--- src/rtl/multi_debouncer.sv ---
// ---------------------------------------------------------------------------
// multi_debouncer
//
// N-channel debouncer for buttons, switches and other slow mechanical inputs.
// Each channel is synchronised with two flops.
//
// Each channel has a small stability counter. The counter advances on a
// shared millisecond tick. A new level is accepted once the synchronised
// input has differed from the debounced level for DEBOUNCE_MS consecutive
// ticks. Rising and falling strobes are registered. Each strobe is high for
// exactly one cycle, on the same edge as the level change.
//
// Optional feature, enabled by defining the macro DEBOUNCE_HOLD_EN:
//   Hold/auto-repeat detection. hold_tick pulses once after HOLD_MS ticks of
//   continuous high. After that it pulses every REPEAT_MS ticks (0 = no
//   repeat). Without the macro, hold_tick is tied to 0 and HOLD_MS and
//   REPEAT_MS have no effect.
//
// Parameters:
//   CHANNELS     number of independent channels (>= 1)
//   CLK_FREQ     clk frequency in Hz; CLK_FREQ/1000 must be >= 2
//   DEBOUNCE_MS  stable time required, in ms ticks (>= 1)
//   HOLD_MS      hold-detect time in ms ticks (DEBOUNCE_HOLD_EN only)
//   REPEAT_MS    auto-repeat period in ms ticks, 0 disables (DEBOUNCE_HOLD_EN only)
//
// Ports:
//   clk        system clock
//   rst_n      asynchronous active-low reset
//   noisy_in   raw asynchronous inputs, one bit per channel
//   clean_out  debounced level per channel
//   rise_tick  1-cycle strobe when clean_out goes 0->1
//   fall_tick  1-cycle strobe when clean_out goes 1->0
//   hold_tick  1-cycle hold/repeat strobe (constant 0 without DEBOUNCE_HOLD_EN)
// ---------------------------------------------------------------------------
module multi_debouncer #(
    parameter int CHANNELS    = 4,
    parameter int CLK_FREQ    = 100_000_000,
    parameter int DEBOUNCE_MS = 10,
    parameter int HOLD_MS     = 1000,
    parameter int REPEAT_MS   = 200
) (
    input  logic                clk,
    input  logic                rst_n,
    input  logic [CHANNELS-1:0] noisy_in,
    output logic [CHANNELS-1:0] clean_out,
    output logic [CHANNELS-1:0] rise_tick,
    output logic [CHANNELS-1:0] fall_tick,
    output logic [CHANNELS-1:0] hold_tick
);

    localparam int TICK_CYCLES = CLK_FREQ / 1000;
    localparam int PW          = (TICK_CYCLES > 1) ? $clog2(TICK_CYCLES) : 1;
    localparam int CW          = $clog2(DEBOUNCE_MS + 1);

    localparam logic [PW-1:0] PRESC_LAST = PW'(TICK_CYCLES - 1);
    localparam logic [CW-1:0] CNT_LAST   = CW'(DEBOUNCE_MS - 1);

    logic [PW-1:0]               presc;
    logic                        ms_tick;
    logic [CHANNELS-1:0]         sync_meta;
    logic [CHANNELS-1:0]         sync_q;
    logic [CHANNELS-1:0][CW-1:0] cnt;

    // The ms tick is decoded from the prescaler. It is high in the cycle
    // where the prescaler sits at its last value, so every channel sees the
    // same tick on the same edge.
    assign ms_tick = (presc == PRESC_LAST);

    // Shared free-running millisecond prescaler. It is never gated, so the
    // timebase is the same for every channel whatever the inputs do.
    always_ff @(posedge clk or negedge rst_n) begin
        if (!rst_n) begin
            presc <= '0;
        end else if (ms_tick) begin
            presc <= '0;
        end else begin
            presc <= presc + PW'(1);
        end
    end

    // Two-flop synchroniser per channel. Only sync_q is used downstream.
    always_ff @(posedge clk or negedge rst_n) begin
        if (!rst_n) begin
            sync_meta <= '0;
            sync_q    <= '0;
        end else begin
            sync_meta <= noisy_in;
            sync_q    <= sync_meta;
        end
    end

    // Stability counter and debounced level.
    // Any cycle where the input agrees with the current level clears the
    // count. This makes a bounce back restart the wait. The count only
    // advances on ms ticks. It is reset when a new level is accepted, so it
    // never reaches DEBOUNCE_MS.
    always_ff @(posedge clk or negedge rst_n) begin
        if (!rst_n) begin
            cnt       <= '0;
            clean_out <= '0;
            rise_tick <= '0;
            fall_tick <= '0;
        end else begin
            rise_tick <= '0;
            fall_tick <= '0;
            for (int i = 0; i < CHANNELS; i++) begin
                if (sync_q[i] == clean_out[i]) begin
                    cnt[i] <= '0;
                end else if (ms_tick) begin
                    if (cnt[i] == CNT_LAST) begin
                        clean_out[i] <= sync_q[i];
                        cnt[i]       <= '0;
                        rise_tick[i] <= sync_q[i];
                        fall_tick[i] <= ~sync_q[i];
                    end else begin
                        cnt[i] <= cnt[i] + CW'(1);
                    end
                end
            end
        end
    end

`ifdef DEBOUNCE_HOLD_EN
    localparam int HOLD_SPAN = (HOLD_MS > REPEAT_MS) ? HOLD_MS : REPEAT_MS;
    localparam int HW        = $clog2(HOLD_SPAN + 1);

    localparam logic [HW-1:0] HOLD_LAST   = HW'(HOLD_MS - 1);
    localparam logic [HW-1:0] REPEAT_LAST = HW'((REPEAT_MS > 0) ? (REPEAT_MS - 1) : 0);

    typedef enum logic {
        HOLD_WAIT,
        HOLD_REPEAT
    } hold_state_t;

    hold_state_t                 hold_state [CHANNELS];
    logic [CHANNELS-1:0][HW-1:0] hold_cnt;

    // Per-channel hold/repeat tracker.
    // While the level is low, the tracker is parked in HOLD_WAIT with a zero
    // count, so a re-press always waits the full HOLD_MS again. The tick on
    // the rising edge itself is not counted, because clean_out is still low
    // on that edge. As a result, hold_tick can never coincide with rise_tick.
    always_ff @(posedge clk or negedge rst_n) begin
        if (!rst_n) begin
            hold_cnt  <= '0;
            hold_tick <= '0;
            for (int i = 0; i < CHANNELS; i++) begin
                hold_state[i] <= HOLD_WAIT;
            end
        end else begin
            hold_tick <= '0;
            for (int i = 0; i < CHANNELS; i++) begin
                if (!clean_out[i]) begin
                    hold_cnt[i]   <= '0;
                    hold_state[i] <= HOLD_WAIT;
                end else if (ms_tick) begin
                    case (hold_state[i])
                        HOLD_WAIT: begin
                            if (hold_cnt[i] == HOLD_LAST) begin
                                hold_tick[i]  <= 1'b1;
                                hold_cnt[i]   <= '0;
                                hold_state[i] <= HOLD_REPEAT;
                            end else begin
                                hold_cnt[i] <= hold_cnt[i] + HW'(1);
                            end
                        end
                        HOLD_REPEAT: begin
                            if (REPEAT_MS > 0) begin
                                if (hold_cnt[i] == REPEAT_LAST) begin
                                    hold_tick[i] <= 1'b1;
                                    hold_cnt[i]  <= '0;
                                end else begin
                                    hold_cnt[i] <= hold_cnt[i] + HW'(1);
                                end
                            end
                        end
                        default: begin
                            hold_state[i] <= HOLD_WAIT;
                        end
                    endcase
                end
            end
        end
    end
`else
    // Hold feature not built. The hold parameters are only referenced here
    // to keep the default build free of unused-parameter warnings. The
    // AND with 1'b0 makes the result a constant zero.
    assign hold_tick = {CHANNELS{1'b0 & (HOLD_MS[0] | REPEAT_MS[0])}};
`endif

endmodule

--- config.mk ---
export PLATFORM = sky130hd
export DESIGN_NAME = multi_debouncer
export DESIGN_NICKNAME = d
export VERILOG_FILES = /design/src/rtl/multi_debouncer.sv
export SDC_FILE = /design/constraint.sdc
export NUM_CORES = 1
export LEC_CHECK = 0
export BUFFER_PORTS_ARGS = -buffer_cell sky130_fd_sc_hd__buf_2
export CORE_MARGIN = 4
export CORE_UTILIZATION = 55
export CTS_CLUSTER_DIAMETER = 40
export DETAILED_ROUTE_END_ITERATION = 12
export PLACE_DENSITY = 0.78
export SYNTH_ARGS = -nofsm -noshare
export SYNTH_HDL_FRONTEND = slang
export SYNTH_SLANG_ARGS = --single-unit
--- constraint.sdc ---
create_clock -name clk -period 2.5 [get_ports clk]
set_input_delay 0.125 -clock clk [delete_from_list [all_inputs] [get_ports clk]]
set_output_delay 0.125 -clock clk [all_outputs]
set_load 0.02 [all_outputs]
==> results of run 1 <==
==> registers in the layout, indices dropped and copies added, names as in the netlist <==
signal	flops
clean_out	4
cnt	16
fall_tick	4
presc	17
rise_tick	4
sync_meta	4
sync_q	4
==> power breakdown <==
group / switching (uW) / total [uW] / internal [uW]
registers: 5.05 / 868 / 863
clock network: 266 / 592 / 325
logic: 27.2 / 40.1 / 12.9
==> final timing paths <==
kind                                            end                    from  depth (start not counted)  slack, ns
setup reg to reg                cnt[15]$_DFFE_PN0P_      presc[0]$_DFF_PN0_                          5       0.33
min in group clk                sync_q[1]$_DFF_PN0_  sync_meta[1]$_DFF_PN0_                          0       0.35
setup / recovery                cnt[15]$_DFFE_PN0P_      presc[0]$_DFF_PN0_                          5       0.33
max in group asynchronous  clean_out[3]$_DFFE_PN0P_                   rst_n                          3       1.51
hold / removal                   presc[5]$_DFF_PN0_                   rst_n                          2       0.35
hold reg to reg                 sync_q[1]$_DFF_PN0_  sync_meta[1]$_DFF_PN0_                          0       0.35
==> metrics by stage <==
stage	cell area, sq um	total power (uW)	util (%)	setup WS [ns]
5_1_grt	2699	1553	65.58	0.1912
4_1_cts	2699	1521	65.58	0.3235
2_1_floorplan	2422	899.4	-	0.7199
3_3_place_gp	2529	919.5	61.45	0.4540
3_5_place_dp	2529	920.6	61.45	0.3359
6_report	2699	1500	65.58	0.3326
==> cells by family after synthesis <==
kind of cell,after synthesis,share of synthesized area [%]
AO/OA/AOI/OAI,26,5.604
XOR/XNOR,15,5.449
adder cells (fa/ha/maj),9,4.671
buffers and inverters,16,3.581
flip-flops,53,55.01
multiplexers,7,3.165
other,1,0.1555
AND/OR/NAND/NOR,91,22.37
==> timing repair <==
item | CTS | global route
hold buffers | 5 | 0
buffers inserted | 0 | 0
endpoints found under the hold margin | 29 | 0
==> cell usage in the layout, fill, tap and decap left out, types with 3 or more instances in the layout <==
cell and instances:
a21oi_1 13, a31oi_1 4, and3_1 3, buf_2 17
clkbuf_8 6, conb_1 4, dfrtp_1 53, dlygate4sd3_1 5
ha_1 9, inv_1 8, mux2_2 5, nand2_1 27
nand3_1 9, nor2_1 14, nor3b_1 9, o21ai_0 9
or3_1 9, or4_1 4, or4b_1 4, xnor2_1 11
xor2_1 4
==> layer usage <==
layer | vias to the layer above | GRT usage, %
li1 | 799 | -
met1 | 774 | 21.13
met2 | 22 | 26.38
met3 | 7 | 4.054
met4 | 0 | 7.115
met5 | - | 0
==> critical path, cell delays in order, from the launching register on <==
cell	delay (ns)
dfrtp_1	0.38
ha_1	0.20
and4_2	0.32
nand4_4	0.37
or4b_1	0.63
a31oi_1	0.19
==> layout make-up <==
type	count	area, sq um
Fill cell	324	1416
Sequential cell	53	1326
Multi-Input combinational cell	152	1010
Timing Repair Buffer	24	150.1
Clock buffer	6	82.58
Tap cell	50	62.56
Clock inverter	2	37.54
Inverter	8	30.03
==> impl_metrics.ini, run 1 <==
[global_routing]
grt_use_total_pct = 16.37
grt_overflow = 0
wire_length_of_the_first_global_routing_pass_mm = 6.851
grt_max_degree = 36
antenna_found_initial = 0
first_global_vias = 1544

[timing]
finalSetupViolCount = 0
hold_slack_ns = 0.3497
post-route-period-util_pct = 86.69
grt_setup_unrepaired = false
worstMarginPinSlew_ns = 0.5785
worst_clock_skew_ns = 0.003753
setup_total_negative_slack_ns = 0
relSlewSlack_pct = 61.43
final_max_slew_viol_count = 0
layout_min_cycle_time_ns = 2.167
timing.final.hold_violations = 0
clock.fmax_mhz = 461.4

[clock_network]
clkTransAtPathRegs_ns = 0.09
clk-insertion-delay-late_ns = 0.30
numCtsBuffers = 5
post_cts.resized_instances = 0
numClockSinks = 53
tritoncts = done
clock_tree.htree_level_count = 2
clockRootBuffer = clkbuf_8
clock_tree.buffer_depth = 2

[logic_synthesis]
synth_sequential_area_ratio_pct = 55.01
syn_inst = 218
syn_area_sq_um = 2411
count_of_unique_library_cells_instantiated_by_yosys = 30
yosysMostFrequentCell = dfrtp_1
cell_types_with_the_largest_area_share_after_synthesis = dfrtp_1 55%, ha_1 4.7%, nand2_1 4.2%
synth_seq_cells = 53
synth.largest_area_cell = dfrtp_1
post_synth_most_frequent_cells = 53 x dfrtp_1, 27 x nand2_1, 14 x nor2_1
synthArstFlopShare_pct = 100.0
synthFlopType = dfrtp_1
synth_area_per_cell_sq_um = 11.06
synth_enable_flop_cells = 0
synth_warnings = 0
yosysTopAreaCellShare_pct = 55.01

[detailed_routing]
totalWireLength_mm = 3.988
remaining_drc_errors = 0
route.top_layer_used = met4
wl_met3_um = 168
routed_via_density = 5.431
routed_wire_length_per_instance_um = 13.52
routedLengthMet1_mm = 1.856
wl_met2_mm = 1.903
number_of_drc_markers_after_the_initial_detailed_route_iteration = 65
vias = 1602
dr.pass1.iters = 4
drt.antenna.violating_nets = 0

[placement]
hpwlAfterDp_mm = 2.731
numPlacedInstances = 282
portBuffers = 17
finalWeightedCongestion = 0.7442

[worst_setup_path]
timing_worst_setup_path_type = reg2reg
worstPathMaxFanout = 35
timing.critical_path.required_ns = 2.73
worstPathArrival_ns = 2.39
setup.worst_path.end_class = flop
worstSetupStartpointType = flop

[power_and_ir_drop]
cellPowerDensity_nw_per_um2 = 555.7
power.leakage_uw = 0.001226
max_rail_drop_vdd_mv = 0.3898

[floorplanning]
die_height_um = 74.21
core_area_sq_um = 4115
die_area_sq_um = 5507
design.portCount = 22
fp-row-count = 23
effective_utilization_at_floorplan_pct = 58.59
die_w_um = 74.21

[final_layout]
final_nets = 259
drive_gt1_share_pct = 15.10
layout-area-overhead-vs-synth_pct = 11.94
layoutNonFillerInstCount = 295
insertedDiodeCount = 0

[outcome]
status = finished, final reports clean

[flow_run]
cap_violations = 0

[worst_hold_path]
min_path_type = in2async
(Power assumes the default switching activity.)
==> run 2, diff against run 1 <==
CORE_UTILIZATION = 30   (was 55)
PLACE_DENSITY = 0.49   (was 0.78)
==> run 2 against run 1 <==
Combinational power shrank 2%; hold slack gained 0.0049 ns; register-to-register slack gained 0.13 ns; power grew 0.30%; cell count grew 18%; count of clock-buffer cells in the layout grew 1; critical path type unchanged; die area grew 73%; clock skew grew 0.00084 ns; maximum frequency grew 6.4%; largest cell class unchanged; critical endpoint is now cnt[0]$_DFFE_PN0P_; flip-flop and latch count is the same.
==> impl_metrics.ini, run 2 (synthesis results as in run 1) <==
[outcome]
status = finished, final reports clean

[detailed_routing]
drt.antenna.violating_nets = 0
totalWireLength_mm = 4.103
dr.pass1.iters = 4
routed_via_density = 4.592
vias = 1598
number_of_drc_markers_after_the_initial_detailed_route_iteration = 24
remaining_drc_errors = 0
routed_wire_length_per_instance_um = 11.79

[global_routing]
wire_length_of_the_first_global_routing_pass_mm = 7.148
antenna_found_initial = 0
grt_max_degree = 54
grt_use_total_pct = 9.092
grt_overflow = 0
first_global_vias = 1535

[final_layout]
largest_reg_flops = 17
layout.cells.most_common_list = 53 x dfrtp_1, 27 x nand2_1, 17 x buf_2
insertedDiodeCount = 0
drive_gt1_share_pct = 15.04
layout-area-overhead-vs-synth_pct = 14.79
final_common_cell = dfrtp_1
top_register = presc
final_nets = 260
reg.largest.list = presc: 17 flops, cnt: 16 flops

[worst_setup_path]
worst_r2r_startpoint = presc[0]$_DFF_PN0_
worstPathMaxFanout = 26
reg_to_reg_end = cnt[0]$_DFFE_PN0P_
timing.critical_path.required_ns = 2.73
critPathSlowestCell = dfrtp_1
crit_buf_inv = 1
setup.worst_path.end_class = flop
reg2reg_setup_slack_ns = 0.46
worstSetupStartpointType = flop
worstPathArrival_ns = 2.27
timing_worst_setup_path_type = reg2reg
critical_path.cell_chain = ha_1 > and4_2 > nand4_4 > buf_4 > or3_1 > a21oi_1
cpPeakStageDelay_ns = 0.38
ff2ff_path_depth = 6
crit_family = simple AND/OR/NAND/NOR gates

[timing]
clock.fmax_mhz = 490.7
final_max_slew_viol_count = 0
timing.final.hold_violations = 0
worstMarginPinSlew_ns = 0.6694
grt_setup_unrepaired = false
layout_min_cycle_time_ns = 2.038
worst_clock_skew_ns = 0.004591
relSlewSlack_pct = 55.37
post-route-period-util_pct = 81.51
finalSetupViolCount = 0
setup_total_negative_slack_ns = 0

[clock_network]
clockRootBuffer = clkbuf_8
clock_tree.htree_level_count = 2
clk-insertion-delay-late_ns = 0.30
cts_hold_buffers = 5
postCtsSetupBuffers = 0
post_cts.resized_instances = 0
tritoncts = done
numCtsBuffers = 5
numClockSinks = 53
clkTransAtPathRegs_ns = 0.09
clock_tree.buffer_depth = 2

[floorplanning]
fp-row-count = 32
effective_utilization_at_floorplan_pct = 31.04
die_w_um = 97.65
design.portCount = 22
die_height_um = 97.65
die_area_sq_um = 9536
core_area_sq_um = 7767

[flow_run]
cap_violations = 0

[power_and_ir_drop]
report.power.total_uw = 1504
cellPowerDensity_nw_per_um2 = 543.5
max_rail_drop_vdd_mv = 0.2522
power.leakage_uw = 0.001231

[placement]
finalWeightedCongestion = 0.7106
hpwlAfterDp_mm = 2.730
portBuffers = 17

[worst_hold_path]
holdPathEnd = sync_q[0]$_DFF_PN0_
holdPathStages = 0
min_path_type = reg2reg
worst_hold_startpoint = sync_meta[0]$_DFF_PN0_
==> run 2: stage by stage <==
stage	util, %	hold WS [ns]	std cells	cell area [sq um]	setup slack, ns
floorplan	-	-0.1706	221	2422	0.7199
global placement	33.49	0.2337	335	2601	0.4933
detailed placement	33.49	0.2343	335	2601	0.4607
CTS	35.63	0.3577	348	2768	0.4322
global route	35.63	0.3603	348	2768	0.2626
finish	35.63	0.3546	348	2768	0.4622
==> run 2: worst max path at each step <==
stage | from | end | slack (ns) | depth (start not counted)
CTS | presc[0]$_DFF_PN0_ | cnt[0]$_DFFE_PN0P_ | 0.43 | 6
floorplan | presc[0]$_DFF_PN0_ | clean_out[1]$_DFFE_PN0P_ | 0.72 | 6
global route | presc[0]$_DFF_PN0_ | cnt[9]$_DFFE_PN0P_ | 0.26 | 6
finish | presc[0]$_DFF_PN0_ | cnt[0]$_DFFE_PN0P_ | 0.46 | 6
detailed placement | presc[0]$_DFF_PN0_ | cnt[0]$_DFFE_PN0P_ | 0.46 | 6
global placement | presc[0]$_DFF_PN0_ | cnt[8]$_DFFE_PN0P_ | 0.49 | 6
==> run 2: worst reg2reg max path, delay by kind of cell (launching register included) <==
kind / cells / cell delay (ns)
flip-flops: 1 / 0.38
AND/OR/NAND/NOR: 3 / 0.96
AO/OA/AOI/OAI: 1 / 0.14
buffers and inverters: 1 / 0.28
adder cells (fa/ha/maj): 1 / 0.20
==> run 2: report_power, final <==
group	leakage [uW]	internal (uW)	switching, uW
Sequential	0.000708	863	4.33
Combinational	0.000465	11.9	27.4
Clock	0.0000585	327	271
==> run 2: layout make-up <==
class | instances | area [sq um]
Tap cell | 102 | 127.6
Timing Repair Buffer | 25 | 157.7
Clock inverter | 1 | 30.03
Inverter | 8 | 30.03
Sequential cell | 53 | 1326
Clock buffer | 7 | 86.33
Multi-Input combinational cell | 152 | 1010
Fill cell | 814 | 5000
==> run 2: per-layer routing <==
layer	vias up	track usage, %	wire length, um
li1	797	-	-
met1	773	12.11	2044
met2	20	14.02	1843
met3	8	2.513	142
met4	0	3.514	73
met5	-	0	0
==> run 3, diff against run 2 <==
ABC_AREA = 1   (was default)
clock period = 2.1 ns   (was 2.5 ns; I/O delays follow)
==> run 3 against run 2 <==
Non-clock buffer count rose by 3; maximum frequency rose by 16%; power rose by 12%; clock skew rose by 0.0034 ns; register-to-register slack got worse by 0.12 ns; die area rose by 13%; synthesized cell count rose by 49%; cell area rose by 12%; count of clock-buffer cells in the layout fell by 2; sequential power rose by 19%; routed wire length rose by 40%; highest routed layer unchanged.
==> impl_metrics.ini, run 3 <==
[placement]
dp_slack_ns = 0.3446
placed_area_sq_um = 2970
finalWeightedCongestion = 0.8291
hpwlAfterDp_mm = 4.027
portBuffers = 17

[logic_synthesis]
yosysTopAreaCellShare_pct = 47.99
cell_types_with_the_largest_area_share_after_synthesis = dfrtp_1 48%, nand2_1 7.6%, nand3_1 7.4%
synthArstFlopShare_pct = 100.0
yosysMostFrequentCell = nand2_1
synth.largest_area_cell = dfrtp_1
synth_warnings = 0
syn_inst = 324
post_synth_most_frequent_cells = 56 x nand2_1, 53 x dfrtp_1, 41 x nand3_1
synth_sequential_area_ratio_pct = 47.99
synthFlopType = dfrtp_1
count_of_unique_library_cells_instantiated_by_yosys = 29
synth_enable_flop_cells = 0
synth_seq_cells = 53
syn_area_sq_um = 2764
synth_area_per_cell_sq_um = 8.531

[worst_setup_path]
reg2reg_setup_slack_ns = 0.34
worstPathMaxFanout = 23
worstSetupStartpointType = flop
worstPathArrival_ns = 1.96
timing.critical_path.required_ns = 2.30
setup.worst_path.end_class = flop
timing_worst_setup_path_type = reg2reg

[clock_network]
clock_tree.htree_level_count = 2
clock_tree.buffer_depth = 2
tritoncts = done
clkTransAtPathRegs_ns = 0.10
post_cts.resized_instances = 0
clk-insertion-delay-late_ns = 0.31
numClockSinks = 53
postCtsSetupBuffers = 0
clockRootBuffer = clkbuf_8
cts_hold_buffers = 5
numCtsBuffers = 5

[timing]
final_max_slew_viol_count = 0
timing.final.hold_violations = 0
clock.fmax_mhz = 567.9
finalWorstSetupSlack_ns = 0.3391
setup_total_negative_slack_ns = 0
grt_setup_unrepaired = false
layout_min_cycle_time_ns = 1.761
worstMarginPinSlew_ns = 0.6375
relSlewSlack_pct = 57.50
post-route-period-util_pct = 83.85
finalSetupViolCount = 0
worst_clock_skew_ns = 0.008026

[power_and_ir_drop]
switching_power_uw = 402.4
power.internal_uw = 1285
max_rail_drop_vdd_mv = 0.2447
cellPowerDensity_nw_per_um2 = 542.2
switching_share_pct = 23.85
clockPowerShare_pct = 35.0
power.sequential.fraction_pct = 61.3
power.leakage_uw = 0.001564
p_comb_share_pct = 3.7
report.power.total_uw = 1687

[detailed_routing]
dr.pass1.iters = 4
drt.antenna.violating_nets = 0
totalWireLength_mm = 5.725
number_of_drc_markers_after_the_initial_detailed_route_iteration = 72
routed_via_density = 4.734
vias = 2173
routed_wire_length_per_instance_um = 12.47
remaining_drc_errors = 0

[final_layout]
largest_reg_flops = 17
insertedDiodeCount = 0
final_nets = 365
top_register = presc
drive_gt1_share_pct = 16.24
layout.cells.most_common_list = 56 x nand2_1, 53 x dfrtp_1, 41 x nand3_1
post-route-util_pct = 35.17
layout-area-overhead-vs-synth_pct = 12.58
reg.largest.list = presc: 17 flops, cnt: 16 flops
final_design_area_no_fill_sq_um = 3112
final_common_cell = nand2_1

[floorplanning]
die_height_um = 104.0
effective_utilization_at_floorplan_pct = 31.24
die_area_sq_um = 10810
core_area_sq_um = 8848
die_w_um = 104.0
fp-row-count = 34
design.portCount = 22

[outcome]
status = finished, final reports clean

[global_routing]
antenna_found_initial = 0
grt_use_total_pct = 11.34
grt_overflow = 0
first_global_vias = 2116
grt_max_degree = 30
wire_length_of_the_first_global_routing_pass_mm = 10.30

[worst_hold_path]
min_path_type = in2async

[flow_run]
cap_violations = 0
## run 3: cell types whose count changed after synthesis, moves of 8 or more
cell,change
inv_1,+23
nand3_1,+32
or3_1,-9
nand2_1,+29
xnor2_1,-8
nor3b_1,-9
nor2_1,+26
nand4_1,+18
## run 3: cell families after synthesis
group / synth area share [%]
and+or+nand+nor: 32.41
DFF: 47.99
buffers and inverters: 8.510
AOI/OAI and AO/OA: 2.761
xor gates and xnor gates: 4.120
adders and majority gates: 4.074
other: 0.1357
## run 3: through the flow
stage,hold WS (ns),instances
floorplan,-0.1906,327
global placement,0.1659,446
detailed placement,0.1693,446
CTS,0.3575,459
global route,0.3776,459
finish,0.3384,459
## run 3: area by class of cell
| type | instances | area [sq um] |
|---|---|---|
| multi-input cells | 225 | 1214 |
| inverters | 37 | 140.1 |
| flip-flops and latches | 53 | 1326 |
| clock buffers | 5 | 68.82 |
| fillers | 955 | 5737 |
| repair buffers | 28 | 205.2 |
| well taps | 108 | 135.1 |
| clock inverters | 3 | 22.52 |
## run 3: per-layer routing
| metal | vias up | track usage [%] | wire (um) |
|---|---|---|---|
| met5 | - | 0 | 0 |
| met4 | 0 | 3.609 | 81 |
| met3 | 5 | 2.297 | 193 |
| met2 | 37 | 18.76 | 2779 |
| met1 | 1029 | 14.88 | 2670 |
| li1 | 1102 | - | - |
## run 3: final timing paths
| check | from | end | cells after the start |
|---|---|---|---|
| worst max-delay path | presc[0]$_DFF_PN0_ | presc[9]$_DFF_PN0_ | 7 |
| worst max register to register | presc[0]$_DFF_PN0_ | presc[9]$_DFF_PN0_ | 7 |
| worst min-delay path | rst_n | presc[15]$_DFF_PN0_ | 2 |
| worst min register to register | sync_meta[0]$_DFF_PN0_ | sync_q[0]$_DFF_PN0_ | 0 |
| min in group clk | sync_meta[0]$_DFF_PN0_ | sync_q[0]$_DFF_PN0_ | 0 |
| max in group asynchronous | rst_n | fall_tick[0]$_DFF_PN0_ | 3 |
## run 3: worst max-delay path: stages (launching register included)
cell     delay (ns)
dfrtp_1        0.39
ha_1           0.19
nand2_2        0.10
nor2_4         0.15
nand3_2        0.07
nor2_1         0.13
nand2_2        0.33
and3_1         0.28
## run 3: power by group through the flow
stage                     clock network [uW]  registers, uW  logic (uW)
final                                    591           1030        62.4
after floorplan                            0           1050        26.8
after detailed placement                   0           1050        57.8
after global placement                     0           1050        57.5
after global routing                     663           1040        72.5
after CTS                                625           1030        65.0
